--- config.mk ---
export PLATFORM = sky130hd
export DESIGN_NAME = upe_led_serializer
export DESIGN_NICKNAME = d
export VERILOG_FILES = /design/src/rtl/upe_led_serializer.sv
export SDC_FILE = /design/constraint.sdc
export NUM_CORES = 1
export LEC_CHECK = 0
export ABC_AREA = 1
export CAP_MARGIN = 30
export CORE_ASPECT_RATIO = 1.2
export CORE_MARGIN = 5
export CORE_UTILIZATION = 45
export DETAILED_ROUTE_END_ITERATION = 8
export PLACE_DENSITY_LB_ADDON = 0.3
export SLEW_MARGIN = 20
export SYNTH_ARGS = -nofsm -noshare
export SYNTH_HDL_FRONTEND = slang
export SYNTH_SLANG_ARGS = --single-unit
--- constraint.sdc ---
create_clock -name clk -period 1.8 [get_ports clk]
set_clock_uncertainty 0.1 [all_clocks]
set_input_delay 0.54 -clock clk [delete_from_list [all_inputs] [get_ports clk]]
set_output_delay 0.54 -clock clk [all_outputs]
set_load 0.005 [all_outputs]
--- src/rtl/upe_led_serializer.sv ---
// upe_led_serializer: shows a WIDTH-bit product word on one LED, LSB first.
// Each bit stays on the LED for DWELL clock cycles. After the last bit the
// LED is held blank for GAP bit-periods. Handshake: a word is transferred on
// a rising edge where in_valid and in_ready are both high. in_ready is high
// only in IDLE and depends on nothing but the FSM state. in_valid and in_data
// are ignored while a frame or gap is in progress.
module upe_led_serializer #(
  parameter int WIDTH = 32,
  parameter int DWELL = 1001,
  parameter int GAP   = 2
) (
  input  logic             clk,
  input  logic             rst_n,
  input  logic             in_valid,
  output logic             in_ready,
  input  logic [WIDTH-1:0] in_data,
  output logic             led_data,
  output logic             led_frame,
  output logic             led_busy,
  output logic             done,
  output logic [1:0]       fsm_state
);

  // One counter serves both the per-bit dwell and the blank period after the frame.
  localparam int GAP_CYC = GAP * DWELL;
  localparam int CNT_MAX = (DWELL > GAP_CYC) ? DWELL : GAP_CYC;
  localparam int CW      = (CNT_MAX > 1) ? $clog2(CNT_MAX) : 1;
  localparam int IW      = (WIDTH > 1) ? $clog2(WIDTH) : 1;

  localparam logic [CW-1:0] DWELL_LAST = CW'(DWELL - 1);
  localparam logic [CW-1:0] GAP_LAST   = CW'((GAP_CYC > 0) ? (GAP_CYC - 1) : 0);
  localparam logic [IW-1:0] BIT_LAST   = IW'(WIDTH - 1);

  typedef enum logic [1:0] {
    ST_IDLE  = 2'd0,
    ST_SHIFT = 2'd1,
    ST_GAP   = 2'd2
  } state_t;

  state_t           state;
  logic [WIDTH-1:0] sr;
  logic [IW-1:0]    idx;
  logic [CW-1:0]    cnt;
  logic             done_q;

  // Main FSM: accept a word, shift it out bit by bit, blank for the gap, then pulse done.
  always_ff @(posedge clk) begin
    if (!rst_n) begin
      state  <= ST_IDLE;
      sr     <= '0;
      idx    <= '0;
      cnt    <= '0;
      done_q <= 1'b0;
    end else begin
      done_q <= 1'b0;
      case (state)
        ST_IDLE: begin
          if (in_valid) begin
            sr    <= in_data;
            idx   <= '0;
            cnt   <= '0;
            state <= ST_SHIFT;
          end
        end
        ST_SHIFT: begin
          if (cnt == DWELL_LAST) begin
            cnt <= '0;
            sr  <= sr >> 1;
            if (idx == BIT_LAST) begin
              idx <= '0;
              if (GAP == 0) begin
                state  <= ST_IDLE;
                done_q <= 1'b1;
              end else begin
                state <= ST_GAP;
              end
            end else begin
              idx <= idx + IW'(1);
            end
          end else begin
            cnt <= cnt + CW'(1);
          end
        end
        ST_GAP: begin
          if (cnt == GAP_LAST) begin
            cnt    <= '0;
            state  <= ST_IDLE;
            done_q <= 1'b1;
          end else begin
            cnt <= cnt + CW'(1);
          end
        end
        default: begin
          state <= ST_IDLE;
        end
      endcase
    end
  end

  // Outputs are decoded from registered state only, never from the inputs.
  assign in_ready  = (state == ST_IDLE);
  assign led_data  = (state == ST_SHIFT) & sr[0];
  assign led_frame = (state == ST_SHIFT) && (idx == '0);
  assign led_busy  = (state != ST_IDLE);
  assign done      = done_q;
  assign fsm_state = state;

endmodule
==> results.md <==
- Rel. slew slack: 0.813
- Fin nets: 519
- Area post-placement: 3390 µm²
- ANT nets after route: 0
- Clock power frac: 0.135
- Clock-pin slew on the worst setup and hold paths: 90 ps
- R2r endpoint: fsm_state[1]
- Power density relative to cell area: 1530 nW/µm²
- MaxCap Viol Count: 0
- DP HPWL: 4.40 mm
- Peak fanout along the critical path: 2
- Syn Nets: 453
- LEAKAGE: 1.62 nW
- Critical Path Source Type: register
- H-tree depth: 2
- Fin crit share: 1.06
- Total Routing Usage GR: 0.174
- Iteration-0 DRC Markers: 179
- Full die area: 7720 µm²
- Number of synthesized flops with an enable pin: 0
- Max Root-Sink Buffers: 2
- Die Width: 81.0 µm
- N_diodes: 0
- Area Growth Syn to Fin: 40.6%
- FF+latch count, synth: 51
- Ys flop type: dfxtp_1
- CTS tree: built
- Fmax: 526 MHz
- Most frequent cells in the layout: nand2_1, dfxtp_1, nand3_1
- Initial Util: 0.456
- Proportion of layout cells with a drive suffix above 1: 0.196
- First-pass GRT wire length: 10.8 mm
- Core ar.: 5970 µm²
- Int Pwr: 3.46 mW
- Max Slew Vio Count: 0
- Min cycle time layout: 1900 ps
- CTS Sinks: 51
- Yosys warns: 0
- Final hold vios: 0
- Worst setup startpoint: idx[0]
- HP Class: reg2reg
- DRC viols: 0
- Internal reg-to-reg setup slack: -10 ps
- Port Buffers: 41
- Worst slew pin tran: 280 ps
- Commonest non-fill, non-tap cell in the layout: nand2_1
- I/O Pins: 42
- DR WL/cell: 12.8 µm
- Async S/R FF share, synth: 0
- Antenna violations before repair: 0
- Worst min-delay path endpoint: sr[12]
- Die Span Y: 95.2 µm
- Gpl congestion: 0.905
- Mapped cell area: 2720 µm²
- Final instance area: 3830 µm²
- Synthesized instance count: 408
- Avg Synthesized Cell Area: 6.68 µm²
- Setup CP Type: reg2out
- CTS root buffer: clkbuf_8
- GR Overflow Total: 0
- WHS: 368 ps
- WHS Path Cells: 2
- Logic pwr share: 0.597
- R2R Path Start: idx[0]
- Status: finished, violations left
- TritonRoute pass-1 iters: 5
- CP endpoint kind: primary output
- Cells on worst reg2reg path: 9
- CTS Hold Bufs: 0
- Flop pwr share: 0.268
- Tot Pwr: 5.84 mW
- Fin worst setup slack: -100 ps
- Switching share of power: 0.408
- Post-layout util: 0.641
- Sequential fraction of the synthesis area: 0.375
- Vias in the first global route: 2511
- CP required: 1160 ps
- Hold path startpoint: sr[12]
- TritonCTS Buffers: 5
- # setup viols final: 2
- Worst Path Arrival: 1260 ps
- Drt total wl: 7.11 mm
- Sw Pwr: 2.38 mW
- Clock Latency Late Sink: 310 ps
- # fillers: 548
- Setup WS pre-CTS: -258 ps
- Failing checks: setup timing
- VDD IR-drop max: 0.000816 V
- Pin count of the biggest net entering global routing: 38
- Vias per inst: 5.00
- Vias: 2782
- Library cells used by synthesis: 27
- FP Rows: 31
- RSZ-0062 raised after global routing: true
layout make-up:
cell class                 instances  area (µm²)  area share
multi-input combinational        311        1620       0.423
timing repair buffer              80         877       0.229
clock buffer                       5        68.8      0.0180
tap                               82         103      0.0268
clock inverter                     2        37.5     0.00980
inverter                          25        98.8      0.0258
sequential                        51        1030       0.268
cell usage after synthesis, types with 4 or more instances:
master / number / share of area
a21oi_1: 41 / 0.075
buf_2: 5 / 0.0092
buf_6: 4 / 0.017
clkbuf_1: 8 / 0.011
dfxtp_1: 51 / 0.37
ha_1: 10 / 0.046
inv_1: 23 / 0.032
nand2_1: 159 / 0.22
nand3_1: 46 / 0.085
nor2_1: 23 / 0.032
nor3_1: 5 / 0.0092
xor2_1: 4 / 0.013
power by group through the flow:
stage / logic, mW / clock network, mW / registers (mW)
final: 3.48 / 0.791 / 1.57
after floorplan: 1.78 / 0 / 1.56
after global routing: 3.81 / 0.858 / 1.60
after CTS: 2.75 / 0.806 / 1.56
after detailed placement: 2.69 / 0 / 1.57
after global placement: 2.65 / 0 / 1.56
how the worst max path moves through the flow:
| stage | to | cells after the start | slack (ps) |
|---|---|---|---|
| 2_1_floorplan | led_frame | 6 | 30 |
| 3_3_place_gp | led_frame | 5 | -220 |
| 3_5_place_dp | sr[18] | 7 | -260 |
| 4_1_cts | led_frame | 6 | -80 |
| 5_1_grt | led_frame | 5 | -180 |
| 6_report | led_frame | 5 | -100 |
worst max-delay path, stage by stage (launching register included):
cell     delay (ps)
dfxtp_2         330
inv_1            50
ha_1            170
nand2_2          80
nor3_4          190
buf_2           140
logic make-up (layout without fill, tap and decap cells):
kind of cell / count (synthesis) / in the layout / synth area share
and+or+nand+nor: 248 / 248 / 0.386
DFF: 51 / 51 / 0.375
AOI/OAI and AO/OA: 48 / 48 / 0.0965
buffers and inverters: 46 / 112 / 0.0808
adders and majority gates: 10 / 10 / 0.0459
xor gates and xnor gates: 5 / 5 / 0.0161
metrics by stage:
step,std cells,TNS (ps)
5_1_grt,556,-2330
4_1_cts,547,-259
6_report,556,-108
3_5_place_dp,539,-10150
2_1_floorplan,408,0
3_3_place_gp,539,-8600
flip-flops by register name, summed over array words and instances (netlist names):
name and cells:
idx 5, done 1, cnt 11, fsm_state 2, sr 32
routing by layer:
metal  track usage  vias to the layer above  routed length, µm
met3        0.0369                       10                258
met5             0                        -                  0
met4        0.0535                        0                 94
met1         0.207                     1278               2960
met2         0.310                       59               3790
li1              -                     1435                  -
timing repair:
item / in CTS / in global routing
setup buffers: 1 / 4
setup endpoints to repair: 48 / 51
gates resized for setup: 35 / 37
cloned: 0 / 5
pin swaps: 4 / 9
(Power assumes the default switching activity.)
